## src/rtl/mult_div_unit_if.sv

```systemverilog
// Handshake and result bus of the iterative multiply/divide unit.
// Command, direct-write and status/result signals are bundled together.
interface mult_div_unit_if #(
  parameter int WIDTH = 32
);
  logic             start;
  logic [1:0]       op;
  logic [WIDTH-1:0] a;
  logic [WIDTH-1:0] b;
  logic             wr_hi;
  logic             wr_lo;
  logic [WIDTH-1:0] wr_data;
  logic             busy;
  logic             done;
  logic             div_zero;
  logic [WIDTH-1:0] hi;
  logic [WIDTH-1:0] lo;

  modport master (
    output start, op, a, b, wr_hi, wr_lo, wr_data,
    input  busy, done, div_zero, hi, lo
  );

  modport slave (
    input  start, op, a, b, wr_hi, wr_lo, wr_data,
    output busy, done, div_zero, hi, lo
  );
endinterface

```

## src/rtl/mult_div_unit.sv

```systemverilog
// Iterative MIPS-style HI/LO multiply/divide unit: one shift-add or restoring
// shift-subtract step per cycle on operand magnitudes, with sign fix-up at the end.
module mult_div_unit #(
  parameter int WIDTH = 32
) (
  input  logic            clk,
  input  logic            rst,
  mult_div_unit_if.slave  bus
);
  localparam logic [1:0] IDLE = 2'd0;
  localparam logic [1:0] CALC = 2'd1;
  localparam logic [1:0] FIX  = 2'd2;
  localparam int CW = $clog2(WIDTH);
  localparam logic [CW-1:0] LAST = CW'(WIDTH - 1);

  logic [1:0]         state;
  logic [CW-1:0]      cnt;
  logic               is_div_q;
  logic               neg_q;
  logic               rem_neg_q;
  logic               dz_q;
  logic [WIDTH-1:0]   opnd;
  logic [2*WIDTH-1:0] acc;
  logic [WIDTH-1:0]   hi;
  logic [WIDTH-1:0]   lo;
  logic               done;
  logic               div_zero;

  logic               is_div;
  logic               is_signed;
  logic               a_neg;
  logic               b_neg;
  logic [WIDTH-1:0]   mag_a;
  logic [WIDTH-1:0]   mag_b;
  logic               b_zero;

  logic [WIDTH:0]     add_hi;
  logic [2*WIDTH:0]   mul_wide;
  logic [2*WIDTH-1:0] mul_next;
  logic [WIDTH:0]     shifted;
  logic [WIDTH:0]     diff;
  logic [2*WIDTH-1:0] div_next;
  logic [2*WIDTH-1:0] mul_res;
  logic [WIDTH-1:0]   quo_res;
  logic [WIDTH-1:0]   rem_res;

  // Magnitudes of the incoming operands; the most-negative value maps to 2^(WIDTH-1) unsigned.
  always_comb begin
    is_div    = bus.op[1];
    is_signed = ~bus.op[0];
    a_neg     = is_signed & bus.a[WIDTH-1];
    b_neg     = is_signed & bus.b[WIDTH-1];
    mag_a     = a_neg ? -bus.a : bus.a;
    mag_b     = b_neg ? -bus.b : bus.b;
    b_zero    = (bus.b == '0);
  end

  // acc holds {partial product, multiplier} for multiply and {remainder, quotient} for divide.
  always_comb begin
    add_hi   = {1'b0, acc[2*WIDTH-1:WIDTH]} + (acc[0] ? {1'b0, opnd} : '0);
    mul_wide = {add_hi, acc[WIDTH-1:0]};
    mul_next = mul_wide[2*WIDTH:1];
    shifted  = {acc[2*WIDTH-1:WIDTH], acc[WIDTH-1]};
    diff     = shifted - {1'b0, opnd};
    div_next = diff[WIDTH] ? {shifted[WIDTH-1:0], acc[WIDTH-2:0], 1'b0}
                           : {diff[WIDTH-1:0],    acc[WIDTH-2:0], 1'b1};
    mul_res  = neg_q ? -acc : acc;
    quo_res  = neg_q ? -acc[WIDTH-1:0] : acc[WIDTH-1:0];
    rem_res  = rem_neg_q ? -acc[2*WIDTH-1:WIDTH] : acc[2*WIDTH-1:WIDTH];
  end

  always_ff @(posedge clk or negedge rst) begin
    if (!rst) begin
      state     <= IDLE;
      cnt       <= '0;
      is_div_q  <= 1'b0;
      neg_q     <= 1'b0;
      rem_neg_q <= 1'b0;
      dz_q      <= 1'b0;
      opnd      <= '0;
      acc       <= '0;
      hi        <= '0;
      lo        <= '0;
      done      <= 1'b0;
      div_zero  <= 1'b0;
    end else begin
      done     <= 1'b0;
      div_zero <= 1'b0;
      case (state)
        IDLE: begin
          if (bus.wr_hi) hi <= bus.wr_data;
          if (bus.wr_lo) lo <= bus.wr_data;
          if (bus.start) begin
            is_div_q  <= is_div;
            neg_q     <= a_neg ^ b_neg;
            rem_neg_q <= a_neg;
            dz_q      <= is_div & b_zero;
            cnt       <= '0;
            opnd      <= is_div ? mag_b : mag_a;
            acc       <= {{WIDTH{1'b0}}, (is_div ? mag_a : mag_b)};
            state     <= (is_div && b_zero) ? FIX : CALC;
          end
        end
        CALC: begin
          acc <= is_div_q ? div_next : mul_next;
          cnt <= cnt + 1'b1;
          if (cnt == LAST) state <= FIX;
        end
        FIX: begin
          done     <= 1'b1;
          div_zero <= dz_q;
          // A zero divisor leaves HI/LO exactly as they were.
          if (!dz_q) begin
            if (is_div_q) begin
              hi <= rem_res;
              lo <= quo_res;
            end else begin
              hi <= mul_res[2*WIDTH-1:WIDTH];
              lo <= mul_res[WIDTH-1:0];
            end
          end
          state <= IDLE;
        end
        default: state <= IDLE;
      endcase
    end
  end

  assign bus.busy     = (state != IDLE);
  assign bus.done     = done;
  assign bus.div_zero = div_zero;
  assign bus.hi       = hi;
  assign bus.lo       = lo;
endmodule

```

## src/flat_wrapper.sv

```systemverilog
// flat-port wrapper written by rule: the top's interface ports become plain ports
module mult_div_unit_flat 
#(
  parameter int WIDTH = 32
)
  (clk, rst, bus_start, bus_op, bus_a, bus_b, bus_wr_hi, bus_wr_lo, bus_wr_data, bus_busy, bus_done, bus_div_zero, bus_hi, bus_lo);
  mult_div_unit_if #(.WIDTH(WIDTH)) bus_i ();
  input  logic clk;
  input  logic rst;
  input wire logic [$bits(bus_i.start)-1:0] bus_start;
  input wire logic [$bits(bus_i.op)-1:0] bus_op;
  input wire logic [$bits(bus_i.a)-1:0] bus_a;
  input wire logic [$bits(bus_i.b)-1:0] bus_b;
  input wire logic [$bits(bus_i.wr_hi)-1:0] bus_wr_hi;
  input wire logic [$bits(bus_i.wr_lo)-1:0] bus_wr_lo;
  input wire logic [$bits(bus_i.wr_data)-1:0] bus_wr_data;
  output wire logic [$bits(bus_i.busy)-1:0] bus_busy;
  output wire logic [$bits(bus_i.done)-1:0] bus_done;
  output wire logic [$bits(bus_i.div_zero)-1:0] bus_div_zero;
  output wire logic [$bits(bus_i.hi)-1:0] bus_hi;
  output wire logic [$bits(bus_i.lo)-1:0] bus_lo;
  assign bus_i.start = bus_start;
  assign bus_i.op = bus_op;
  assign bus_i.a = bus_a;
  assign bus_i.b = bus_b;
  assign bus_i.wr_hi = bus_wr_hi;
  assign bus_i.wr_lo = bus_wr_lo;
  assign bus_i.wr_data = bus_wr_data;
  assign bus_busy = bus_i.busy;
  assign bus_done = bus_i.done;
  assign bus_div_zero = bus_i.div_zero;
  assign bus_hi = bus_i.hi;
  assign bus_lo = bus_i.lo;
  mult_div_unit #(.WIDTH(WIDTH)) u_core (.clk(clk), .rst(rst), .bus(bus_i));
endmodule
```

## config.mk

```make
export PLATFORM = sky130hd
export DESIGN_NAME = mult_div_unit_flat
export DESIGN_NICKNAME = d
export VERILOG_FILES = /design/src/rtl/mult_div_unit_if.sv /design/src/rtl/mult_div_unit.sv /design/src/flat_wrapper.sv
export SDC_FILE = /design/constraint.sdc
export NUM_CORES = 1
export LEC_CHECK = 0
export BUFFER_PORTS_ARGS = -buffer_cell sky130_fd_sc_hd__buf_2
export CAP_MARGIN = 30
export CELL_PAD_IN_SITES_DETAIL_PLACEMENT = 0
export CELL_PAD_IN_SITES_GLOBAL_PLACEMENT = 2
export CORE_ASPECT_RATIO = 0.6
export CORE_MARGIN = 3
export CORE_UTILIZATION = 38
export DETAILED_ROUTE_END_ITERATION = 16
export PLACE_DENSITY = 0.92
export SYNTH_ARGS = -nofsm -noshare
export SYNTH_HDL_FRONTEND = slang
export SYNTH_SLANG_ARGS = --single-unit
```

## constraint.sdc

```tcl
create_clock -name clk -period 5.8 [get_ports clk]
set_input_delay 0.29 -clock clk [delete_from_list [all_inputs] [get_ports clk]]
set_output_delay 0.29 -clock clk [all_outputs]
set_load 0.05 [all_outputs]
```

==> impl_metrics.csv <==
group,metric,value,unit
setup_path,cp.required,6.15,ns
yosys,synth.avg_cell_area,7.73,µm²
finish,final_common_cell,"nand2_1",
yosys,yosysSeqAreaShare,28.7,%
power_and_ir_drop,irDropWorstVdd,384,µV
finish,drive_above_1_share,13.3,%
timing,maxSlewViolCount,0,
yosys,synth_top_family_by_area,"compound AO/OA/AOI/OAI gates",
yosys,syn_inst,1955,
timing,hold_viol,0,
yosys,synthMuxAreaShare,5.45,%
worst_hold_path,hold_path.class,"input pin to flip-flop",
detailed_routing,dr.pass1.iters,6,
finish,fillers,3950,
setup_path,ff2ff_setup_slack,1.10,ns
setup_path,ff2ff_path_depth,12,
clock_tree,cts-root-buf,"clkbuf_16",
detailed_routing,ant_nets,0,
clock_tree,cts_setup_buffers,0,
timing,max_freq,213,MHz
yosys,synthSimpleGateAreaFrac,20.8,%
place,place_ws,1.33,ns
timing,setup_ws,1.10,ns
setup_path,end_kind,"flip-flop",
setup_path,criticalPathCategory,"flip-flop to flip-flop",
yosys,async_flop_share,100,%
setup_path,cp-startpoint,"u_core.acc[0]",
yosys,yosys_warnings,0,
finish,antennaDiodeCount,0,
yosys,synth_cell_types,76,
yosys,syn_nets,2130,
place,dp_hpwl,47000,µm
yosys,synth_top_area_share,28.7,%
detailed_routing,wl_met2,22400,µm
grt,grt_start_max_net_pins,92,
floorplan,die_w,263,µm
grt,grt_pass1_vias,13800,
clock_tree,cts_tree,"done",
clock_tree,cts_made_buffers,17,
setup_path,critPathLaunchType,"flip-flop",
floorplan,core_area,38500,µm²
run_status,outcome,"complete, no violations",
clock_tree,cts_sinks,173,
grt,track_usage,27.4,%
yosys,ys_top_cells_by_area,"dfrtp_1 29%, a21oi_1 6.0%, o21ai_0 5.8%",
finish,finalNetCount,2230,
clock_tree,clk_path_buf_depth,2,
yosys,synth_xor_area_share,9.74,%
grt,gr-total-overflow,0,
power_and_ir_drop,switching_share,55.4,%
detailed_routing,met3_wirelength,6580,µm
finish,final_cell_mix,"234 x nand2_1, 207 x nor2_1, 180 x a21oi_1",
floorplan,rows,55,
detailed_routing,post_drt_via_cell_ratio,5.96,
timing,finalSetupViolCount,0,
clock_tree,clk_latency,0.46,ns
yosys,synth_flop_cell,"dfrtp_1",
flow_run,maxCapViolations,0,
timing,fin_worst_skew,0.0181,ns
detailed_routing,highest_layer,"met4",
detailed_routing,drt_wl_total,59700,µm
detailed_routing,drt-met1-wl,30000,µm
timing,slew_headroom,31.9,%
place,routabilityCongestion,0.930,
setup_path,reg2reg_from,"u_core.acc[0]",
power_and_ir_drop,netSwitchingPower,6.65,mW
timing,finalCritPeriodShare,81.1,%
power_and_ir_drop,combPwrFrac,67.8,%
yosys,synth_compound_area_share,24.8,%
yosys,synth_edf_count,0,
floorplan,num_io_pins,170,
timing,period_needed,4.70,ns
yosys,syn_area,15100,µm²
clock_tree,holdBufCountCts,1,
detailed_routing,drc,0,
timing,timing.setup.tns,0,ns
timing,worst_pin_slew,1.02,ns
power_and_ir_drop,power.density,703,nW/µm²
timing,rsz0062_at_grt,"no",
detailed_routing,drt_iter0_markers,2061,
power_and_ir_drop,seqPwrFrac,22.0,%
place,numPortBuffers,169,
clock_tree,ctsResizeCount,0,
floorplan,die-height,160,µm
floorplan,start_util,39.3,%
setup_path,arrival,5.05,ns
yosys,synthAdderAreaFrac,6.06,%
power_and_ir_drop,intPower,5.34,mW
yosys,synth_top_area_cell,"dfrtp_1",
detailed_routing,wl_per_cell,23.1,µm
setup_path,rr_endpoint,"u_core.acc[61]",
detailed_routing,vias,15400,
power_and_ir_drop,totalPowerFinal,12.0,mW
floorplan,dieArea,42300,µm²
clock_tree,clk_pin_slew,0.08,ns
grt,antenna_found_initial,0,
power_and_ir_drop,leakagePower,7.59,nW
yosys,yosys_register_bits,173,
power_and_ir_drop,clkPwrFrac,10.2,%
clock_tree,htreeDepth,4,
finish,area.growth.synth_to_final,12.9,%
grt,grt_pass1_wl,88800,µm
setup_path,cp-endpoint,"u_core.acc[61]",
setup_path,cp_max_fo,20,
[per-stage QoR]
stage	util, %	instances	area, µm²	hold slack, ns
2_1_floorplan	-	1955	15100	-0.00559
3_3_place_gp	42.6	2543	16400	0.301
3_5_place_dp	42.8	2548	16500	0.310
4_1_cts	44.4	2580	17100	0.0990
5_1_grt	44.4	2580	17100	0.130
6_report	44.4	2580	17100	0.118
[worst max-delay path, stage by stage, from the launching register on]
cell	delay, ns
dfrtp_1	0.47
inv_1	0.70
nor2_1	0.14
ha_1	0.38
a21oi_1	0.26
nor3b_1	0.28
a21oi_1	0.18
a311o_1	0.45
o31ai_1	0.48
a311oi_1	0.31
a211oi_1	0.49
xnor2_1	0.11
a221o_1	0.33
[layer usage]
metal  track usage [%]  up-vias
met5                 0        -
met4              4.95        0
met3              8.77       39
li1                  -     7218
met1              43.6     7386
met2              35.2      721
[cells in the mapped netlist, types with 24 or more instances]
library cell / count
clkbuf_1: 106
ha_1: 70
nand2b_1: 34
nand2_1: 234
inv_1: 62
a21oi_1: 181
nor2_1: 208
xnor2_1: 84
o21ai_0: 176
dfrtp_1: 173
nor3_1: 42
mux2i_1: 62
o31ai_1: 48
a31oi_1: 26
xor2_1: 84
a21o_1: 30
nand3_1: 24
[area by class of cell]
type / instances / area [µm²] / area share [%]
clock buffer: 19 / 433 / 2.54
clock inverter: 12 / 155 / 0.909
inverter: 62 / 233 / 1.36
multi-input combinational: 1601 / 10100 / 59.4
sequential: 173 / 4330 / 25.4
tap: 513 / 642 / 3.76
timing repair buffer: 200 / 1140 / 6.67
[logic make-up after synthesis]
family / Yosys count
AO/OA/AOI/OAI: 606
XOR/XNOR: 168
adder cells (fa/ha/maj): 72
buffers and inverters: 181
flip-flops: 173
multiplexers: 80
AND/OR/NAND/NOR: 675
[how the worst min path moves through the flow]
stage / start / endpoint / slack [ns] / cells after the start
6_report: bus_wr_data[25] / u_core.bus.hi[25] / 0.12 / 3
5_1_grt: bus_wr_data[25] / u_core.bus.hi[25] / 0.13 / 3
4_1_cts: bus_wr_data[25] / u_core.bus.hi[25] / 0.1 / 3
3_5_place_dp: rst / u_core.bus.div_zero / 0.31 / 1
3_3_place_gp: rst / u_core.bus.hi[20] / 0.30 / 1
2_1_floorplan: rst / u_core.acc[0] / -0.006 / 0
[sequential cells by signal, summed over array words and instances (netlist names)]
signal	count
u_core.acc	64
u_core.bus.div_zero	1
u_core.bus.done	1
u_core.bus.hi	32
u_core.bus.lo	32
u_core.cnt	5
u_core.dz_q	1
u_core.is_div_q	1
u_core.neg_q	1
u_core.opnd	32
u_core.rem_neg_q	1
u_core.state	2
[power groups by stage]
stage	Sequential, mW	Clock, mW	Combinational (mW)
2_1_floorplan	2.97	0	5.14
3_3_place_gp	2.60	0	7.84
3_5_place_dp	2.63	0	7.92
4_1_cts	2.60	1.23	7.96
5_1_grt	2.71	1.28	8.81
6_report	2.64	1.22	8.13
Power figures use the tool's default switching activity.
